$ cat src/rtl/watch_pkg.sv
// watch_pkg: state encoding, default timing constants and width helper for the stopwatch controller
package watch_pkg;
  typedef enum logic [1:0] {
    IDLE  = 2'd0,
    RUN   = 2'd1,
    PAUSE = 2'd2,
    STOP  = 2'd3
  } state_t;
  localparam int DEF_CLK_HZ = 50_000_000;
  localparam int DEF_TICK_HZ = 1000;
  localparam int DEF_DEBOUNCE_MS = 20;
  function automatic int cw(input int n);
    return (n > 1) ? $clog2(n) : 1;
  endfunction
endpackage

$ cat src/rtl/stopwatch_ctrl_if.sv
// stopwatch_ctrl_if: counter control bundle from the key sequencer to the watch counter
interface stopwatch_ctrl_if;
  import watch_pkg::*;
  logic   cnt_clr;
  logic   cnt_en;
  logic   cnt_load;
  logic   disp_hold;
  state_t state;
  modport master(output cnt_clr, cnt_en, cnt_load, disp_hold, state);
  modport slave(input cnt_clr, cnt_en, cnt_load, disp_hold, state);
endinterface

$ cat src/rtl/key_debounce.sv
// key_debounce: 2-flop synchronizer, tick-sampled stable counter and single-cycle press event for one active-low key
module key_debounce
  import watch_pkg::*;
#(
  parameter int DEBOUNCE_MS = DEF_DEBOUNCE_MS
) (
  input  logic clk_50Mhz,
  input  logic rst_n,
  input  logic key_n_i,
  input  logic tick_i,
  output logic press_o
);
  localparam int CW = cw(DEBOUNCE_MS + 1);
  logic [1:0]    sync_q;
  logic          lvl_q, lvl_d;
  logic [CW-1:0] cnt_q, cnt_d;
  logic          press_q;
  logic          agree, done;
  assign agree = sync_q[1] == lvl_q;
  assign done  = cnt_q == CW'(DEBOUNCE_MS);
  // count disagreeing samples; any agreeing sample restarts, and the count stops at the limit
  always_comb begin
    lvl_d = (tick_i && !agree && done) ? sync_q[1] : lvl_q;
    cnt_d = !tick_i ? cnt_q : (agree || done) ? '0 : cnt_q + 1'b1;
  end
  // start released so a key held through reset needs a full debounce before its event
  always_ff @(posedge clk_50Mhz or negedge rst_n) begin
    if (!rst_n) begin
      sync_q  <= 2'b11;
      lvl_q   <= 1'b1;
      cnt_q   <= '0;
      press_q <= 1'b0;
    end else begin
      sync_q  <= {sync_q[0], key_n_i};
      lvl_q   <= lvl_d;
      cnt_q   <= cnt_d;
      press_q <= lvl_q & ~lvl_d;
    end
  end
  assign press_o = press_q;
endmodule

$ cat src/rtl/stopwatch_ctrl.sv
// stopwatch_ctrl: debounced three-key sequencer driving the watch counter; LAP_EN turns pause-in-RUN into a display hold toggle
module stopwatch_ctrl
  import watch_pkg::*;
#(
  parameter int CLK_HZ      = DEF_CLK_HZ,
  parameter int TICK_HZ     = DEF_TICK_HZ,
  parameter int DEBOUNCE_MS = DEF_DEBOUNCE_MS
) (
  input  logic clk_50Mhz,
  input  logic rst_n,
  input  logic key_start,
  input  logic key_pause,
  input  logic key_load,
  stopwatch_ctrl_if.master sw
);
  localparam int DIV = CLK_HZ / TICK_HZ;
  localparam int PW  = cw(DIV);
  logic [PW-1:0] pre_q, pre_d;
  logic          tick;
  logic          s_ev, p_ev, l_ev;
  logic          ev_s, ev_p, ev_l;
  state_t        state_q;
  logic          en_q, clr_q, load_q, hold_q;
  assign tick  = pre_q == PW'(DIV - 1);
  assign pre_d = tick ? '0 : pre_q + 1'b1;
  // shared debounce sample tick
  always_ff @(posedge clk_50Mhz or negedge rst_n) begin
    if (!rst_n) pre_q <= '0;
    else        pre_q <= pre_d;
  end
  key_debounce #(.DEBOUNCE_MS(DEBOUNCE_MS)) u_start (
    .clk_50Mhz(clk_50Mhz), .rst_n(rst_n), .key_n_i(key_start), .tick_i(tick), .press_o(s_ev)
  );
  key_debounce #(.DEBOUNCE_MS(DEBOUNCE_MS)) u_pause (
    .clk_50Mhz(clk_50Mhz), .rst_n(rst_n), .key_n_i(key_pause), .tick_i(tick), .press_o(p_ev)
  );
  key_debounce #(.DEBOUNCE_MS(DEBOUNCE_MS)) u_load (
    .clk_50Mhz(clk_50Mhz), .rst_n(rst_n), .key_n_i(key_load), .tick_i(tick), .press_o(l_ev)
  );
  // only the highest-priority event of a cycle survives: start > pause > load
  always_comb begin
    ev_s = s_ev;
    ev_p = p_ev & ~s_ev;
    ev_l = l_ev & ~s_ev & ~p_ev;
  end
  // stopwatch FSM with registered counter controls; clear is held while in reset
  always_ff @(posedge clk_50Mhz or negedge rst_n) begin
    if (!rst_n) begin
      state_q <= IDLE;
      en_q    <= 1'b0;
      clr_q   <= 1'b1;
      load_q  <= 1'b0;
      hold_q  <= 1'b0;
    end else begin
      clr_q  <= 1'b0;
      load_q <= 1'b0;
      case (state_q)
        IDLE:
          if (ev_s) begin
            state_q <= RUN;
            en_q    <= 1'b1;
          end else if (ev_l) load_q <= 1'b1;
        RUN:
          if (ev_s) begin
            state_q <= STOP;
            en_q    <= 1'b0;
            hold_q  <= 1'b0;
          end
`ifdef LAP_EN
          else if (ev_p) hold_q <= ~hold_q;
`else
          else if (ev_p) begin
            state_q <= PAUSE;
            en_q    <= 1'b0;
          end
`endif
        PAUSE:
          if (ev_s) state_q <= STOP;
          else if (ev_p) begin
            state_q <= RUN;
            en_q    <= 1'b1;
          end
        STOP:
          if (ev_s) begin
            state_q <= IDLE;
            clr_q   <= 1'b1;
          end else if (ev_l) load_q <= 1'b1;
        default: begin
          state_q <= IDLE;
          en_q    <= 1'b0;
          hold_q  <= 1'b0;
        end
      endcase
    end
  end
  assign sw.state    = state_q;
  assign sw.cnt_en   = en_q;
  assign sw.cnt_clr  = clr_q;
  assign sw.cnt_load = load_q;
`ifdef LAP_EN
  assign sw.disp_hold = hold_q;
`else
  assign sw.disp_hold = 1'b0;
`endif
endmodule

$ cat src/flat_wrapper.sv
// flat-port wrapper written by rule: the top's interface ports become plain ports
module stopwatch_ctrl_flat import watch_pkg::*;
#(
  parameter int CLK_HZ      = DEF_CLK_HZ,
  parameter int TICK_HZ     = DEF_TICK_HZ,
  parameter int DEBOUNCE_MS = DEF_DEBOUNCE_MS
)
  (clk_50Mhz, rst_n, key_start, key_pause, key_load, sw_cnt_clr, sw_cnt_en, sw_cnt_load, sw_disp_hold, sw_state);
  stopwatch_ctrl_if sw_i ();
  input  logic clk_50Mhz;
  input  logic rst_n;
  input  logic key_start;
  input  logic key_pause;
  input  logic key_load;
  output wire logic [$bits(sw_i.cnt_clr)-1:0] sw_cnt_clr;
  output wire logic [$bits(sw_i.cnt_en)-1:0] sw_cnt_en;
  output wire logic [$bits(sw_i.cnt_load)-1:0] sw_cnt_load;
  output wire logic [$bits(sw_i.disp_hold)-1:0] sw_disp_hold;
  output wire logic [$bits(sw_i.state)-1:0] sw_state;
  assign sw_cnt_clr = sw_i.cnt_clr;
  assign sw_cnt_en = sw_i.cnt_en;
  assign sw_cnt_load = sw_i.cnt_load;
  assign sw_disp_hold = sw_i.disp_hold;
  assign sw_state = sw_i.state;
  stopwatch_ctrl #(.CLK_HZ(CLK_HZ), .TICK_HZ(TICK_HZ), .DEBOUNCE_MS(DEBOUNCE_MS)) u_core (.clk_50Mhz(clk_50Mhz), .rst_n(rst_n), .key_start(key_start), .key_pause(key_pause), .key_load(key_load), .sw(sw_i));
endmodule
$ cat config.mk
export PLATFORM = sky130hd
export DESIGN_NAME = stopwatch_ctrl_flat
export DESIGN_NICKNAME = d
export VERILOG_FILES = /design/src/rtl/watch_pkg.sv /design/src/rtl/stopwatch_ctrl_if.sv /design/src/rtl/key_debounce.sv /design/src/rtl/stopwatch_ctrl.sv /design/src/flat_wrapper.sv
export SDC_FILE = /design/constraint.sdc
export NUM_CORES = 1
export LEC_CHECK = 0
export CORE_ASPECT_RATIO = 1.4
export CORE_MARGIN = 2
export CORE_UTILIZATION = 40
export DETAILED_ROUTE_END_ITERATION = 16
export GPL_ROUTABILITY_DRIVEN = 0
export PLACE_DENSITY = 0.64
export SETUP_SLACK_MARGIN = 0.3
export SYNTH_ARGS = -nofsm -noshare
export SYNTH_HDL_FRONTEND = slang
export SYNTH_HIERARCHICAL = 1
export SYNTH_SLANG_ARGS = --single-unit
export TNS_END_PERCENT = 5
$ cat constraint.sdc
create_clock -name clk_50Mhz -period 2.6 [get_ports clk_50Mhz]
set_input_delay 0.78 -clock clk_50Mhz [delete_from_list [all_inputs] [get_ports clk_50Mhz]]
set_output_delay 0.78 -clock clk_50Mhz [all_outputs]
set_load 0.05 [all_outputs]
==> results.ini, run 1 <==
[pwr]
ir_drop_uv=354
leakage_nw=1.20
total_power_mw=1.36
power.density_mw_per_mm2=482

[synth]
synth-seq-cells=48
yosys.cell_types.count=43
syn-instance-count=217
yosys.area_share.simple_pct=21.2
syn-num-nets=233
synth_area_leaders=dfrtp_1 (38%), dfstp_2 (10%), ha_1 (5.5%), o311ai_2 (3.9%), inv_1 (2.8%)
async_flop_share_pct=100
synth_enable_flop_cells=0
ys.flop_type=dfrtp_1
synth_top_family_by_area=simple AND/OR/NAND/NOR gates
synthMuxAreaShare_pct=3.37
yosys_warnings=6
synth_top_area_cell=dfrtp_1
synthXorXnorAreaFrac_pct=6.79
synth_top_area_share_pct=37.7
synthAdderAreaFrac_pct=5.45
ys_seq_area_share_pct=48.1
netlist_area_sq_mm=0.00252
netlist_top_cells_count=dfrtp_1 (38), inv_1 (19), nor2_1 (13)
syn_area_per_cell_sq_um=11.6
synth_compound_area_share_pct=10.1
synth_most_common_cell=dfrtp_1

[route]
drc=0
routedWlPerCell_um=13.1
finalWirelength_um=4000
viasPerCell=5.25
firstDrtPassIters=4
drtAntennaViolNets=0
vias=1601
dr.first_iter.drc_count=73

[clocking]
cts_tree=done
postCtsHoldBufs=0
clk_path_buf_depth=2
cts_buffers=5
clkTransAtPathRegs_ns=0.09
clock_latency_ns=0.29
cts-root-buf=clkbuf_8
clkSinkCount=48
cts_htree_levels=2

[floorplanning]
dieArea_sq_mm=0.00697
fp.dieW_um=71.1
die_h_um=98.0
num_rows=34
io-pin-count=11
core-area_sq_mm=0.00617
initial_core_util_pct=40.9

[sta]
worst_slew_pin_slew_ns=0.552
setup_tns_ns=0
rsz0062_at_grt=true
slew_headroom_pct=63.2
drv_slew=0
whs_ns=0.360
min_period_ns=2.29
timing.final.crit_share_pct=87.9
hold_viol=0
setup_viol=0
clock_skew_ns=0.00499
fmax_ghz=0.437
setup_ws_ns=0.314

[worst_setup_path]
arrival_ns=1.51
cpMaxStageDelayCell=clkdlybuf4s50_1
critical_path.endpoint_type=primary output
crit_fanout=4
critical-path-max-stage-delay_ns=0.82
crit_required_ns=1.82
worst-path-buf-inv=1
path_cells=clkdlybuf4s50_1
critPathLaunchType=flip-flop
crit_family=buffers and inverters
path_class=reg2out

[place]
preCtsSetupSlack_ns=0.537
place_hpwl_um=2940
place_area_sq_mm=0.00269
portBuffers=9
placedCellCount=297

[finish]
layout.cells.non_filler=305
diodes=0
layout-drive-gt1-share_pct=22.7
layout.nets=248
final_util_pct=45.6
areaGrowthSynthToFinish_pct=11.4
fin_area_sq_mm=0.00281

[min_path]
hp-class=reg2reg

[run]
cap_violations=0

[global_route]
grt_pass1_vias=1615
antenna_found_initial=0
grt_pass1_wl_um=7110
grt_max_degree=26
gr-total-overflow=0
grt.total_usage_pct=12.7

[outcome]
status=finished, final reports clean

[logic make-up (layout without fill, tap and decap cells)]
| group | Yosys count | in the layout |
|---|---|---|
| AO/OA/AOI/OAI | 28 | 28 |
| other | 1 | 1 |
| multiplexers | 8 | 8 |
| flip-flops | 48 | 48 |
| AND/OR/NAND/NOR | 80 | 80 |
| XOR/XNOR | 17 | 17 |
| adder cells (fa/ha/maj) | 11 | 11 |
| buffers and inverters | 24 | 40 |
[path summary, 6_finish.rpt]
| check | from | to | slack [ns] | cells after the start |
|---|---|---|---|---|
| setup reg to reg | u_core/pre_q[0] | u_core/u_start/lvl_q | 0.64 | 6 |
| min in group asynchronous | rst_n | u_core/u_load/cnt_q[0] | 0.46 | 1 |
| hold / removal | u_core/u_pause/sync_q[0] | u_core/u_pause/sync_q[1] | 0.36 | 0 |
| setup / recovery | u_core/sw.state[0] | sw_state[0] | 0.31 | 1 |
| hold reg to reg | u_core/u_pause/sync_q[0] | u_core/u_pause/sync_q[1] | 0.36 | 0 |
| max in group asynchronous | rst_n | u_core/u_pause/sync_q[1] | 1.54 | 2 |
[power by group]
group	switching [mW]	internal, mW	leakage, nW
logic	0.0248	0.0105	0.519
clock network	0.247	0.315	0.0614
registers	0.00355	0.755	0.621
[flip-flops by register name, indices dropped and copies added (netlist names)]
signal / count
u_core/u_start/lvl_q: 1
u_core/u_pause/cnt_q: 5
u_core/u_pause/lvl_q: 1
u_core/u_pause/press_o: 1
u_core/sw.cnt_clr: 1
u_core/u_load/cnt_q: 5
u_core/u_load/sync_q: 2
u_core/pre_q: 16
u_core/u_pause/sync_q: 2
u_core/u_start/press_o: 1
u_core/u_load/lvl_q: 1
u_core/u_load/press_o: 1
u_core/u_start/cnt_q: 5
u_core/sw.cnt_en: 1
u_core/sw.state: 2
u_core/sw.cnt_load: 1
u_core/u_start/sync_q: 2
[what timing repair did]
| action | CTS | global route |
|---|---|---|
| setup buffers | 0 | 0 |
| endpoints found under the setup margin | 4 | 3 |
| cloned | 0 | 0 |
| resized for setup | 1 | 1 |
[layout make-up]
class | count | area (sq um)
well taps | 72 | 90.1
clock buffers | 6 | 82.6
inverters | 19 | 71.3
fillers | 567 | 3360
multi-input cells | 145 | 1190
clock inverters | 2 | 38.8
flip-flops and latches | 48 | 1210
repair buffers | 13 | 129
[metal layers]
| layer | wire (um) | global-route usage (%) |
|---|---|---|
| met5 | 0 | 0 |
| met4 | 42 | 5.37 |
| met3 | 71 | 2.48 |
| met2 | 2130 | 22.1 |
| met1 | 1760 | 15.1 |
[layout by cell type, fill, tap and decap left out, types with 3 or more instances in the layout]
cell	n
nand3_1	10
nor3b_1	4
nor2_1	13
xor2_1	6
dfstp_2	10
o311ai_2	6
buf_4	3
mux2i_1	4
or2b_1	3
xor2_2	3
dfrtp_1	38
and3_1	4
nand4_1	10
o21ai_2	3
o2111ai_1	3
clkbuf_8	6
clkdlybuf4s50_1	6
ha_1	11
nor3_1	4
inv_1	19
o22ai_1	6
o21ai_0	3
nor2b_4	3
mux2_2	4
xnor2_1	8
nand2b_1	3
nand2_1	10
No activity file was read; power rests on OpenSTA's default activity.
==> run 2, diff against run 1 <==
ABC_CLOCK_PERIOD_IN_PS = 2600   (was default)
CORE_UTILIZATION = 50   (was 40)
PLACE_DENSITY = 0.75   (was 0.64)
SKIP_LAST_GASP = 1   (was default)
==> run 2 against run 1 <==
Largest power group unchanged. Sequential cell count unchanged. Maximum frequency is essentially flat. Core utilization up 11 points. Clock skew is 0.00069 ns lower. Critical path type unchanged. Sequential power about the same. Combinational power decreased by 4%. Routed wire length down 1.7%. Non-clock buffer count unchanged. Via count up 2.5%.
==> results.ini, run 2 (synthesis gave the netlist of run 1 again) <==
[outcome]
status=finished, final reports clean

[pwr]
leakage_nw=1.19
power.density_mw_per_mm2=451
total_power_mw=1.24
ir_drop_uv=384

[finish]
areaGrowthSynthToFinish_pct=9.37
largest_reg_flops=16
layout.nets=248
diodes=0
layout-drive-gt1-share_pct=22.7
fin_area_sq_mm=0.00276
final_util_pct=57.0
layout_common_cells=dfrtp_1 (38), inv_1 (19), nor2_1 (13), ha_1 (11)
layout.cells.non_filler=297
final_common_cell=dfrtp_1
largest-register=u_core/pre_q

[worst_setup_path]
critical_path.endpoint_type=primary output
path_cells=clkdlybuf4s50_1
path_class=reg2out
crit_fanout=4
crit_required_ns=1.82
arrival_ns=1.51
crit_family=buffers and inverters
critical-path-max-stage-delay_ns=0.81
critPathLaunchType=flip-flop
cpMaxStageDelayCell=clkdlybuf4s50_1
worst-path-buf-inv=1

[sta]
fmax_ghz=0.437
slew_headroom_pct=47.2
setup_tns_ns=0
drv_slew=0
min_period_ns=2.29
clock_skew_ns=0.00431
setup_viol=0
worst_slew_pin_slew_ns=0.792
rsz0062_at_grt=true
timing.final.crit_share_pct=87.9
hold_viol=0

[route]
m1WireLength_um=1730
routedWlPerCell_um=13.2
wl_met2_um=2010
finalWirelength_um=3930
dr.first_iter.drc_count=30
viasPerCell=5.53
wl_met3_um=92
highest_layer=met4
drc=0
vias=1641
drtAntennaViolNets=0
firstDrtPassIters=4

[place]
placedCellCount=289
portBuffers=9
place_hpwl_um=2860
place_area_sq_mm=0.00267

[clocking]
clkTransAtPathRegs_ns=0.09
cts_setup_buffers=0
cts-root-buf=clkbuf_8
cts_htree_levels=2
ctsResizeCount=1
clkSinkCount=48
cts_tree=done
cts_buffers=5
postCtsHoldBufs=0
clock_latency_ns=0.30
clk_path_buf_depth=2

[floorplanning]
num_rows=30
die_h_um=88.1
io-pin-count=11
initial_core_util_pct=52.1
dieArea_sq_mm=0.00564
fp.dieW_um=64.1
core-area_sq_mm=0.00484

[global_route]
antenna_found_initial=0
grt.total_usage_pct=16.5
grt_pass1_vias=1660
grt_pass1_wl_um=7200
grt_max_degree=38
gr-total-overflow=0

[run]
cap_violations=0

[min_path]
hp-class=reg2reg

-- run 2: changes by cell type in the layout (fill, tap and decap cells not counted), sizes merged --
cell,before,now
bufinv,1,0
clkinv,1,2
-- run 2: worst paths after layout --
path | from | to | slack, ns | cells past startpoint
setup / recovery | u_core/sw.state[0] | sw_state[0] | 0.31 | 1
hold / removal | u_core/u_start/sync_q[0] | u_core/u_start/sync_q[1] | 0.36 | 0
setup reg to reg | u_core/pre_q[0] | u_core/u_load/lvl_q | 0.57 | 6
hold reg to reg | u_core/u_start/sync_q[0] | u_core/u_start/sync_q[1] | 0.36 | 0
max in group asynchronous | rst_n | u_core/pre_q[0] | 1.43 | 2
min in group asynchronous | rst_n | u_core/u_start/cnt_q[0] | 0.56 | 1
-- run 2: layout make-up --
cell class | count | area (sq um)
clock buffers | 6 | 82.6
clock inverters | 2 | 10.0
fillers | 404 | 2080
inverters | 19 | 71.3
multi-input cells | 145 | 1190
flip-flops and latches | 48 | 1210
well taps | 64 | 80.1
repair buffers | 13 | 116
-- run 2: metal layers --
| layer | vias up | GRT usage (%) |
|---|---|---|
| met4 | 0 | 9.68 |
| li1 | 800 | - |
| met5 | - | 0 |
| met1 | 813 | 18.2 |
| met2 | 20 | 28.8 |
| met3 | 8 | 3.98 |
-- run 2: power by group --
part	internal [mW]	switching, mW
logic	0.00943	0.0246
clock network	0.212	0.240
registers	0.755	0.00349
-- run 2: stage by stage --
stage | setup WS, ns | hold slack, ns
final | 0.314 | 0.359
after CTS | 0.230 | 0.361
after floorplan | 0.734 | 0.345
after global placement | 0.541 | 0.347
after global routing | 0.267 | 0.369
after detailed placement | 0.536 | 0.348
==> run 3, diff against run 2 <==
ABC_AREA = 1   (was default)
SLEW_MARGIN = 30   (was default)
==> run 3 against run 2 <==
Combinational power shrank 7.9%. Synthesized area up 1.5%. Routed wire length grew 7.6%. Critical endpoint is now sw_state[1]. Sequential cell count unchanged. Clock power is 6.6% lower.
==> results.ini, run 3 <==
[synth]
yosys_warnings=6
synth_top_area_share_pct=37.1
netlist_area_sq_mm=0.00256
syn-num-nets=348
synth_top_area_cell=dfrtp_1
syn_area_per_cell_sq_um=7.72
yosys.cell_types.count=26
netlist_top_cells_count=nand2_1 (100), nor2_1 (57), inv_1 (50)
synth_enable_flop_cells=0
synth_most_common_cell=nand2_1
async_flop_share_pct=100
synth-seq-cells=48
synth_area_leaders=dfrtp_1 (37%), nand2_1 (15%), dfstp_2 (10%), nor2_1 (8.3%), inv_1 (7.3%)
ys_seq_area_share_pct=47.4
syn-instance-count=332
ys.flop_type=dfrtp_1

[finish]
layout_common_cells=nand2_1 (100), nor2_1 (57), inv_1 (50), dfrtp_1 (38), nand3_1 (15)
largest-register=u_core/pre_q
fin_area_sq_mm=0.00283
layout.nets=364
diodes=0
multiInputGateArea_sq_mm=0.00115
fillers=453
layout-drive-gt1-share_pct=9.46
layout.cells.non_filler=413
largest_reg_flops=16
regArea_sq_mm=0.00121
areaGrowthSynthToFinish_pct=10.3
final_common_cell=nand2_1

[place]
place_hpwl_um=3180
portBuffers=9
place_area_sq_mm=0.00274
preCtsSetupSlack_ns=0.544
placedCellCount=405

[route]
finalWirelength_um=4230
viasPerCell=4.81
firstDrtPassIters=4
drtAntennaViolNets=0
dr.first_iter.drc_count=68
wl_met2_um=2220
drc=0
vias=1985
wl_met3_um=107
m1WireLength_um=1870
highest_layer=met4
routedWlPerCell_um=10.2

[outcome]
status=finished, final reports clean

[clocking]
clkSinkCount=48
cts-root-buf=clkbuf_8
postCtsHoldBufs=0
clock_latency_ns=0.29
clkTransAtPathRegs_ns=0.09
cts_htree_levels=2
clk_path_buf_depth=2
cts_buffers=5
cts_tree=done

[global_route]
antenna_found_initial=0
grt.total_usage_pct=17.6
grt_max_degree=28
grt_pass1_wl_um=7850
grt_pass1_vias=1922
gr-total-overflow=0

[sta]
fmax_ghz=0.436
setup_ws_ns=0.307
hold_viol=0
timing.final.crit_share_pct=88.2
clock_skew_ns=0.00844
setup_viol=0
setup_tns_ns=0
worst_slew_pin_slew_ns=0.505
drv_slew=0
rsz0062_at_grt=true
min_period_ns=2.29
slew_headroom_pct=66.3

[pwr]
ir_drop_uv=387
power.density_mw_per_mm2=428
leakage_nw=1.41

[worst_setup_path]
critical_path.endpoint_type=primary output
cpMaxStageDelayCell=clkdlybuf4s50_1
critical-path-max-stage-delay_ns=0.82
path_class=reg2out
critPathLaunchType=flip-flop
arrival_ns=1.51
worst-path-buf-inv=1
crit_fanout=4
crit_family=buffers and inverters
path_cells=clkdlybuf4s50_1
crit_required_ns=1.82

[floorplanning]
die_h_um=88.7
core-area_sq_mm=0.00488
fp.dieW_um=64.5
io-pin-count=11
initial_core_util_pct=52.5
num_rows=30
dieArea_sq_mm=0.00572

[min_path]
hp-class=reg2reg

[run]
cap_violations=0

[run 3: cell count changes in the layout (fill, tap and decap cells not counted), sizes merged, moves of 4 or more]
cell    delta
and3       -4
inv       +32
mux2       -4
mux2i      -4
nand2     +95
nand4     -10
nor2      +43
nor3b      -4
o21ai      +9
o22ai      -6
o311ai     -6
xnor2      -8
[run 3: cells by family (layout without fill, tap and decap cells)]
family / Yosys count / after routing / synth area share [%]
AND/OR/NAND/NOR: 184 / 184 / 29.1
buffers and inverters: 52 / 69 / 7.76
adder cells (fa/ha/maj): 11 / 11 / 5.37
XOR/XNOR: 11 / 11 / 3.76
other: 1 / 1 / 0.146
flip-flops: 48 / 48 / 47.4
AO/OA/AOI/OAI: 25 / 25 / 6.49
[run 3: worst reg2reg max path, stage by stage (launching register included)]
cell and delay, ns:
dfrtp_1 0.39, ha_1 0.24, nand3_2 0.17, nor2_1 0.17
nand2_2 0.12, inv_2 0.35, nand2_1 0.15, nor2_1 0.12
nand2_1 0.06, nand2_1 0.06, nor2_1 0.04
[run 3: final cells by class]
cell class | instances | share of cell area (%)
Multi-Input combinational cell | 232 | 40.7
Inverter | 51 | 6.77
Clock inverter | 1 | 0.310
Tap cell | 64 | 2.83
Sequential cell | 48 | 42.9
Clock buffer | 7 | 2.70
Timing Repair Buffer | 10 | 3.76
[run 3: power by group]
group          switching [mW]  internal [mW]
combinational          0.0220        0.00927
sequential            0.00185          0.755
clock                   0.231          0.192
[run 3: metal layers]
layer	up-vias	global-route usage, %
met5	-	0
met4	0	8.32
met3	2	2.42
met2	24	32.8
met1	921	19.8
li1	1038	-
[run 3: worst paths after layout]
path	startpoint	cells past startpoint	endpoint	slack (ns)
max in group asynchronous	rst_n	2	u_core/sw.cnt_clr	1.58
max	u_core/sw.state[1]	1	sw_state[1]	0.31
min in group asynchronous	rst_n	1	u_core/u_load/cnt_q[1]	0.44
min	u_core/u_load/sync_q[0]	0	u_core/u_load/sync_q[1]	0.36
min reg2reg	u_core/u_load/sync_q[0]	0	u_core/u_load/sync_q[1]	0.36
max reg2reg	u_core/pre_q[0]	10	u_core/u_pause/cnt_q[3]	0.62
[run 3: through the flow]
stage	hold slack (ns)	total power, mW	util [%]
after floorplan	0.345	0.780	-
after global placement	0.346	0.803	56.2
after detailed placement	0.350	0.804	56.2
after CTS	0.362	1.24	57.9
after global routing	0.364	1.27	57.9
final	0.360	1.21	57.9
[run 3: repair_timing]
item                                    CTS  global route
endpoints found under the setup margin    3             2
setup buffers                             0             0
resized for setup                         1             1
